[config.mk]
export PLATFORM = sky130hd
export DESIGN_NAME = demux2_stream
export DESIGN_NICKNAME = d
export VERILOG_FILES = /design/src/rtl/demux2_stream.sv
export SDC_FILE = /design/constraint.sdc
export NUM_CORES = 1
export LEC_CHECK = 0
export BUFFER_PORTS_ARGS = -buffer_cell sky130_fd_sc_hd__buf_2
export CAP_MARGIN = 20
export CORE_ASPECT_RATIO = 1.1
export CORE_MARGIN = 4
export CORE_UTILIZATION = 50
export DETAILED_ROUTE_END_ITERATION = 7
export GPL_TIMING_DRIVEN = 0
export PLACE_DENSITY = 0.68
export SLEW_MARGIN = 25
export SYNTH_ARGS = -nofsm -noshare
export SYNTH_HDL_FRONTEND = slang
export SYNTH_SLANG_ARGS = --single-unit
[constraint.sdc]
create_clock -name clk -period 3.3 [get_ports clk]
set_clock_uncertainty 0.2 [all_clocks]
set_input_delay 0.495 -clock clk [delete_from_list [all_inputs] [get_ports clk]]
set_output_delay 0.495 -clock clk [all_outputs]
set_load 0.02 [all_outputs]
[src/rtl/demux2_stream.sv]
// -----------------------------------------------------------------------------
// demux2_stream
//   Routes a valid/ready stream of WIDTH-bit words to one of two outputs.
//   The destination is picked on the first beat of each packet from 's'. It is
//   then held until the beat flagged 'last' is accepted. Each output has its
//   own DEPTH-entry FIFO, so a stalled consumer only blocks packets that are
//   headed for it. Each output also counts the beats it delivers.
//
//   Ports
//     clk, reset_n      rising-edge clock, asynchronous active-low reset
//     d, s, last        input word, destination select, end-of-packet flag
//     in_valid/ready    input handshake
//     y0, y0_valid      output 0 head word / FIFO0 not empty
//     y0_ready          consumer 0 takes y0
//     y1, y1_valid      output 1 head word / FIFO1 not empty
//     y1_ready          consumer 1 takes y1
//     cnt0, cnt1        wrapping counts of beats delivered per output
//     busy              a packet is open (registered)
// -----------------------------------------------------------------------------

// Per-output FIFO with head hold register and delivered-beat counter.
//   push_i/wdata_i  write port (caller only pushes when !full_o)
//   ready_i         consumer ready; a pop happens when valid_o & ready_i
//   full_o/valid_o  occupancy flags
//   data_o          head word, or the last popped word while empty
//   cnt_o           wrapping count of pops
module demux2_stream_fifo #(
   parameter int WIDTH = 4,
   parameter int DEPTH = 2,
   parameter int CNT_W = 8
) (
   input  logic             clk,
   input  logic             reset_n,
   input  logic             push_i,
   input  logic [WIDTH-1:0] wdata_i,
   input  logic             ready_i,
   output logic             full_o,
   output logic             valid_o,
   output logic [WIDTH-1:0] data_o,
   output logic [CNT_W-1:0] cnt_o
);
   localparam int PW = $clog2(DEPTH);
   localparam int OW = PW + 1;

   logic [WIDTH-1:0] mem_q [DEPTH];
   logic [PW-1:0]    rd_ptr_q, rd_ptr_d;
   logic [PW-1:0]    wr_ptr_q, wr_ptr_d;
   logic [OW-1:0]    occ_q, occ_d;
   logic [WIDTH-1:0] hold_q, hold_d;
   logic [CNT_W-1:0] cnt_q, cnt_d;
   logic             pop;

   assign valid_o = (occ_q != '0);
   assign full_o  = (occ_q == OW'(DEPTH));
   assign pop     = valid_o & ready_i;
   // While empty the output shows the last word that left, not stale storage.
   assign data_o  = valid_o ? mem_q[rd_ptr_q] : hold_q;
   assign cnt_o   = cnt_q;

   always_comb begin
      rd_ptr_d = rd_ptr_q;
      wr_ptr_d = wr_ptr_q;
      occ_d    = occ_q;
      hold_d   = hold_q;
      cnt_d    = cnt_q;
      if (pop) begin
         rd_ptr_d = rd_ptr_q + PW'(1);
         hold_d   = mem_q[rd_ptr_q];
         cnt_d    = cnt_q + CNT_W'(1);
      end
      if (push_i) begin
         wr_ptr_d = wr_ptr_q + PW'(1);
      end
      // Push and pop in the same cycle leave the occupancy unchanged.
      case ({push_i, pop})
         2'b10:   occ_d = occ_q + OW'(1);
         2'b01:   occ_d = occ_q - OW'(1);
         default: occ_d = occ_q;
      endcase
   end

   always_ff @(posedge clk or negedge reset_n) begin
      if (!reset_n) begin
         rd_ptr_q <= '0;
         wr_ptr_q <= '0;
         occ_q    <= '0;
         hold_q   <= '0;
         cnt_q    <= '0;
      end else begin
         rd_ptr_q <= rd_ptr_d;
         wr_ptr_q <= wr_ptr_d;
         occ_q    <= occ_d;
         hold_q   <= hold_d;
         cnt_q    <= cnt_d;
      end
   end

   // Storage needs no reset: it is only visible through valid entries.
   always_ff @(posedge clk) begin
      if (push_i) begin
         mem_q[wr_ptr_q] <= wdata_i;
      end
   end
endmodule

module demux2_stream #(
   parameter int WIDTH = 4,
   parameter int DEPTH = 2,
   parameter int CNT_W = 8
) (
   input  logic             clk,
   input  logic             reset_n,
   input  logic [WIDTH-1:0] d,
   input  logic             s,
   input  logic             last,
   input  logic             in_valid,
   output logic             in_ready,
   output logic [WIDTH-1:0] y0,
   output logic             y0_valid,
   input  logic             y0_ready,
   output logic [WIDTH-1:0] y1,
   output logic             y1_valid,
   input  logic             y1_ready,
   output logic [CNT_W-1:0] cnt0,
   output logic [CNT_W-1:0] cnt1,
   output logic             busy
);
   typedef enum logic [1:0] {IDLE, ROUTE0, ROUTE1} state_t;

   state_t state_q, state_d;
   logic   busy_q, busy_d;
   logic   en_q;
   logic   dest;
   logic   full0, full1;
   logic   accept;
   logic   push0, push1;

   // Input readiness looks only at the destination FIFO's occupancy. en_q
   // keeps the input closed during reset and up to the first edge after it.
   assign in_ready = en_q & ~(dest ? full1 : full0);
   assign accept   = in_valid & in_ready;
   assign push0    = accept & ~dest;
   assign push1    = accept & dest;
   assign busy     = busy_q;

   always_comb begin
      state_d = state_q;
      dest    = s;
      case (state_q)
         IDLE: begin
            dest = s;
            if (accept && !last) begin
               state_d = s ? ROUTE1 : ROUTE0;
            end
         end
         ROUTE0: begin
            dest = 1'b0;
            if (accept && last) begin
               state_d = IDLE;
            end
         end
         ROUTE1: begin
            dest = 1'b1;
            if (accept && last) begin
               state_d = IDLE;
            end
         end
         default: begin
            state_d = IDLE;
         end
      endcase
      busy_d = (state_d != IDLE);
   end

   always_ff @(posedge clk or negedge reset_n) begin
      if (!reset_n) begin
         state_q <= IDLE;
         busy_q  <= 1'b0;
         en_q    <= 1'b0;
      end else begin
         state_q <= state_d;
         busy_q  <= busy_d;
         en_q    <= 1'b1;
      end
   end

   demux2_stream_fifo #(.WIDTH(WIDTH), .DEPTH(DEPTH), .CNT_W(CNT_W)) u_fifo0 (
      .clk     (clk),
      .reset_n (reset_n),
      .push_i  (push0),
      .wdata_i (d),
      .ready_i (y0_ready),
      .full_o  (full0),
      .valid_o (y0_valid),
      .data_o  (y0),
      .cnt_o   (cnt0)
   );

   demux2_stream_fifo #(.WIDTH(WIDTH), .DEPTH(DEPTH), .CNT_W(CNT_W)) u_fifo1 (
      .clk     (clk),
      .reset_n (reset_n),
      .push_i  (push1),
      .wdata_i (d),
      .ready_i (y1_ready),
      .full_o  (full1),
      .valid_o (y1_valid),
      .data_o  (y1),
      .cnt_o   (cnt1)
   );
endmodule

---- After elaboration in Yosys (flattened, before gate mapping) ----
Memories as Yosys holds them, arrays and structs flattened.
Cells that the tools add are included.
storage, ports and cells
  flip-flop bits (word level) ............. 36
  logic and storage cells ................. 65
  output and inout port bits .............. 28
  memories kept ........................... 2
  RAM bits ................................ 16
operators by class
  bitwise logic cells ..................... 8
  multiplexer cells ....................... 14
  reductions and logical operators ........ 10
  equality and inequality tests ........... 8
  add/subtract/negate cells ............... 10
memories
  memory         depth  bits a word  read ports  clocked after memory_dff  wr ports  line  RTL
  u_fifo0.mem_q  2      4            1           0                         1         45    logic [WIDTH-1:0] mem_q [DEPTH];
  u_fifo1.mem_q  2      4            1           0                         1         45
operator list
  operator                                          count
  adder 8 x 1 -> 8 bit, second input constant       2
  case mux 2 bit (2 select lines)                   3
  == test 2 bit, second input constant              5
  nonzero test 2 bit                                5
  two-way mux 4 bit                                 2
  AND 1 bit                                         6
  == test 2 x 1 -> 1 bit, second input constant     3
  two-way mux 2 bit                                 3
  two-way mux 1 bit                                 5
  adder 1 bit, second input constant                4
  adder 2 x 1 -> 2 bit, second input constant       2
  subtractor 2 x 1 -> 2 bit, second input constant  2
  logical AND 1 bit                                 2
  zero test 2 bit                                   1
  NOT 1 bit                                         2
  case mux 1 bit (2 select lines)                   1
  OR reduction 2 bit                                1
  zero test 1 bit                                   1

---- Logic depth before layout (Yosys ltp) ----
  word-level depth ........................ 10
  mapped depth ............................ 9
  mapped depth without buffers ............ 8

---- By module ----
Synthesis repeated with hierarchy kept, for this count alone.
second synthesis, totals
  cells, all modules ...................... 196
  area total of the unflattened synthesis .. 2,298.5 um2
modules (own cells, without submodules)
  module              times used  area each (um2)  cells an instance
  demux2_stream_fifo  2           1,004.7          82
  demux2_stream       1           289.0            32

---- Worst setup path before layout ----
No wires, ideal clock.
  path kind ............................... reg2reg
  from .................................... register state_q[1]
  to ...................................... register busy_q, in the netlist busy
  setup slack ............................. 0.906 ns
  period minus slack after synthesis ...... 2.394 ns
  cell stages (with the launch flop) ...... 9
  required time ........................... 3.020 ns
  path buffers ............................ 1
  library setup time ...................... 0.080 ns
  arrival time ............................ 2.114 ns
  path through ............................ dfrtp_1 -> inv_1 -> ha_1 -> mux2i_1 -> or3b_1 -> buf_2 -> and2_4 -> or3_4 -> o211ai_2
on the way
  longest elaborated chain between the ends .. 10
ends and longest elaborated chain
  item                                                            line           RTL
  start: declaration                                              130            state_t state_q, state_d;
  start signal: assignment                                        181            state_q <= state_d;
  == test 2 bit / == test 2 x 1 -> 1 bit (equally long branches)  149            case (state_q)
  case mux 1 bit (2 select lines)                                 149
  two-way mux 1 bit                                               140            assign in_ready = en_q & ~(dest ? full1 : full0);
  NOT 1 bit                                                       140
  AND 1 bit                                                       140
  AND 1 bit                                                       141            assign accept = in_valid & in_ready;
  logical AND 1 bit (on tied branches)                            158, 164, 152
  two-way mux 2 bit (on tied branches)                            158, 164, 152
  case mux 2 bit (2 select lines) (*)                             149
  nonzero test 2 bit (*)                                          172            busy_d = (state_d != IDLE);
  via busy_d                                                      131            logic busy_q, busy_d;
  end signal: assignment                                          182            busy_q <= busy_d;
  end: declaration                                                131
Mark *: on every way through the listed nets, which the timed path passes. The rest lies on a longest branch.
A chain may end at the register's enable or synchronous reset.

---- Final worst setup path ----
  from .................................... register state_q[1]
  to ...................................... output in_ready
on the way
  longest elaborated chain between the ends .. 5
ends and longest elaborated chain
  item                                                            line  RTL
  == test 2 bit / == test 2 x 1 -> 1 bit (equally long branches)  149
  case mux 1 bit (2 select lines) (*)                             149
  two-way mux 1 bit (*)                                           140
  NOT 1 bit (*)                                                   140
  AND 1 bit (*)                                                   140
  end: declaration                                                117   output logic in_ready,
Mark *: on every way between the ends. The rest lies on a longest branch, timed or not.

==> flow_summary.toml <==
[synth]
yosysTopAreaCell = "dfrtp_1"
avgSynthCellArea_um2 = 11.9
syn_area_mm2 = 0.00229
synth_edf_count = 16
ys_warn_count = 0
synthFlopType = "dfrtp_1"
synth_top_area_share_pct = 39.3
postSynthNetCount = 210
ys_seq_elements = 52
synthCells = 192
synth_cell_types = 33
ys_seq_area_share_pct = 60.3
synthTopCellsByArea = "dfrtp_1, edfxtp_1, xnor2_1, mux2i_1, nor2_1"
async_flop_share_pct = 69.2

[critical_path]
cp.arrival_ns = 1.98
crit_slowest_cell = "dfrtp_1"
regToRegSetupSlack_ns = 0.73
end_kind = "output pin"
rr_worst_depth = 8
cp_slowest_stage_delay_ns = 0.42
r2r-start = "state_q[1]"
critPathKind = "register to output pin"
required_ns = 2.60
cp_max_fo = 5
start_kind = "register"
crit_path_cell_trace = "inv_1 -> ha_1 -> mux2i_1 -> mux2i_1 -> and2_1 -> buf_2"
reg2reg_to = "u_fifo0.occ_q[1]"
path_common_cell = "mux2i_1"

[floorplanning]
ios = 39
start_util_pct = 52.3
fp.dieW_um = 72.5
die_y_um = 79.0
design.core.area_mm2 = 0.00438
rows = 25
dieArea_mm2 = 0.00573

[detailed_routing]
via_per_inst = 5.03
m1WireLength_um = 1740
dr.pass1.iters = 4
drtIter0Drc = 75
top_layer_used = "met4"
antenna_left = 0
routedWlPerCell_um = 13.1
wl_met2_um = 1900
routed_wl_um = 3830
dr_wl_met3_um = 169
num_vias = 1469
drc_errors = 0

[cts]
worstSkewPairLatency_ns = 0.29
clockBufferDepth = 2
clock-sinks = 52
cts_resized = 0
postCtsHoldBufs = 0
cts_setup_buffers = 0
clkTransAtPathRegs_ns = 0.09
cts_made_buffers = 5
cts-root-buf = "clkbuf_8"
htree_levels = 2
tritoncts = "done"

[global_route]
antenna_found_initial = 0
grt_pass1_vias = 1503
grt_max_degree = 37
overflow = 0
grt_pass1_wl_um = 6690
track_usage_pct = 14.7

[placement]
port-buffer-count = 38
hpwl_um = 2810
post-place-ws_ns = 0.749
dpl_cell_area_mm2 = 0.00255
place_congestion = 0.701
dp_cells = 284

[power_and_ir_drop]
leakage_nw = 1.20
power.density_mw_per_mm2 = 957
peakVddDrop_mv = 0.521

[layout]
layout_commonest_cell = "buf_2"
syn_to_final_growth_pct = 16.1
final_area_mm2 = 0.00266
fin_nets = 255
layout-drive-gt1-share_pct = 22.7
antenna_cells = 0
filler_cell_count = 368
final_cell_count_no_fill = 292
layout_common_cells = "buf_2, dfrtp_1, nor2_1"

[sta]
tightest_slew_ns = 0.799
hold_viol = 0
drv_slew = 0
clock.fmax_mhz = 374
setup_tns_ns = 0
setup_slack_ns = 0.626
slew_headroom_pct = 46.7
rsz0062_at_grt = "false"
period_minus_slack_ns = 2.67
period_share_pct = 81.0
final-setup-viol-count = 0

[hold_path]
hp-class = "input pin to async pin"

[outcome]
status = "completed"

[run]
maxCapViolCount = 0
## per-layer routing
metal | GRT usage, % | vias to the layer above
met5 | 0 | -
met4 | 2.77 | 0
met3 | 3.54 | 2
met2 | 25.7 | 23
met1 | 18.5 | 706
li1 | - | 738
## cell usage after synthesis (4+ instances only)
cell	count
xnor2_1	16
mux2i_1	11
nand4_1	5
inv_1	5
edfxtp_1	16
a21oi_1	18
clkbuf_1	4
nor2_1	27
dfrtp_1	36
xor2_1	8
nand2_1	9
ha_1	7
## cells by family after synthesis
| family | Yosys count | share of synthesized area [%] |
|---|---|---|
| AO/OA/AOI/OAI | 25 | 6.50 |
| XOR/XNOR | 24 | 9.18 |
| adder cells (fa/ha/maj) | 7 | 3.82 |
| buffers and inverters | 14 | 2.68 |
| flip-flops | 52 | 60.3 |
| multiplexers | 13 | 5.79 |
| other | 1 | 0.164 |
| AND/OR/NAND/NOR | 56 | 11.6 |
## worst max path at each step
stage	end	start	slack, ns
finish	in_ready	state_q[1]	0.63
global route	in_ready	state_q[1]	0.41
CTS	in_ready	state_q[1]	0.60
detailed placement	busy	state_q[1]	0.75
global placement	busy	state_q[0]	0.78
floorplan	busy	state_q[1]	0.91
## where the power goes
part           switching [W]  internal, W
logic               0.000623     0.000445
clock network       0.000197     0.000225
registers           0.000178     0.000876
total               0.000999      0.00155
## through the flow
step	total power, W	hold WS (ns)	utilization, %
CTS	0.00258	0.117	60.7
global route	0.00275	0.138	60.7
finish	0.00255	0.0805	60.7
detailed placement	0.00215	0.260	58.2
floorplan	0.00184	-0.000591	-
global placement	0.00213	0.258	58.2
## flip-flops by register name, indices dropped and copies added, names as in the netlist, 2 cells and up
| name | cells |
|---|---|
| u_fifo0.occ_q | 2 |
| u_fifo1.mem_q | 8 |
| u_fifo1.occ_q | 2 |
| state_q | 2 |
| u_fifo0.cnt_o | 8 |
| u_fifo1.hold_q | 4 |
| u_fifo0.hold_q | 4 |
| u_fifo0.mem_q | 8 |
| u_fifo1.cnt_o | 8 |
## cell type report
| type | instances | area (um^2) | area share [%] |
|---|---|---|---|
| Multi-Input combinational cell | 126 | 848 | 31.9 |
| Inverter | 5 | 18.8 | 0.706 |
| Tap cell | 54 | 67.6 | 2.54 |
| Timing Repair Buffer | 38 | 190 | 7.15 |
| Clock inverter | 3 | 42.5 | 1.60 |
| Clock buffer | 5 | 68.8 | 2.59 |
| Buffer | 9 | 42.5 | 1.60 |
| Sequential cell | 52 | 1380 | 51.9 |
## worst max-delay path, delay by kind of cell, from the launching register on
family / cells / cell delay (ns)
adder cells (fa/ha/maj): 1 / 0.37
AND/OR/NAND/NOR: 1 / 0.15
flip-flops: 1 / 0.42
buffers and inverters: 2 / 0.24
multiplexers: 2 / 0.51
Power figures use the tool's default switching activity.
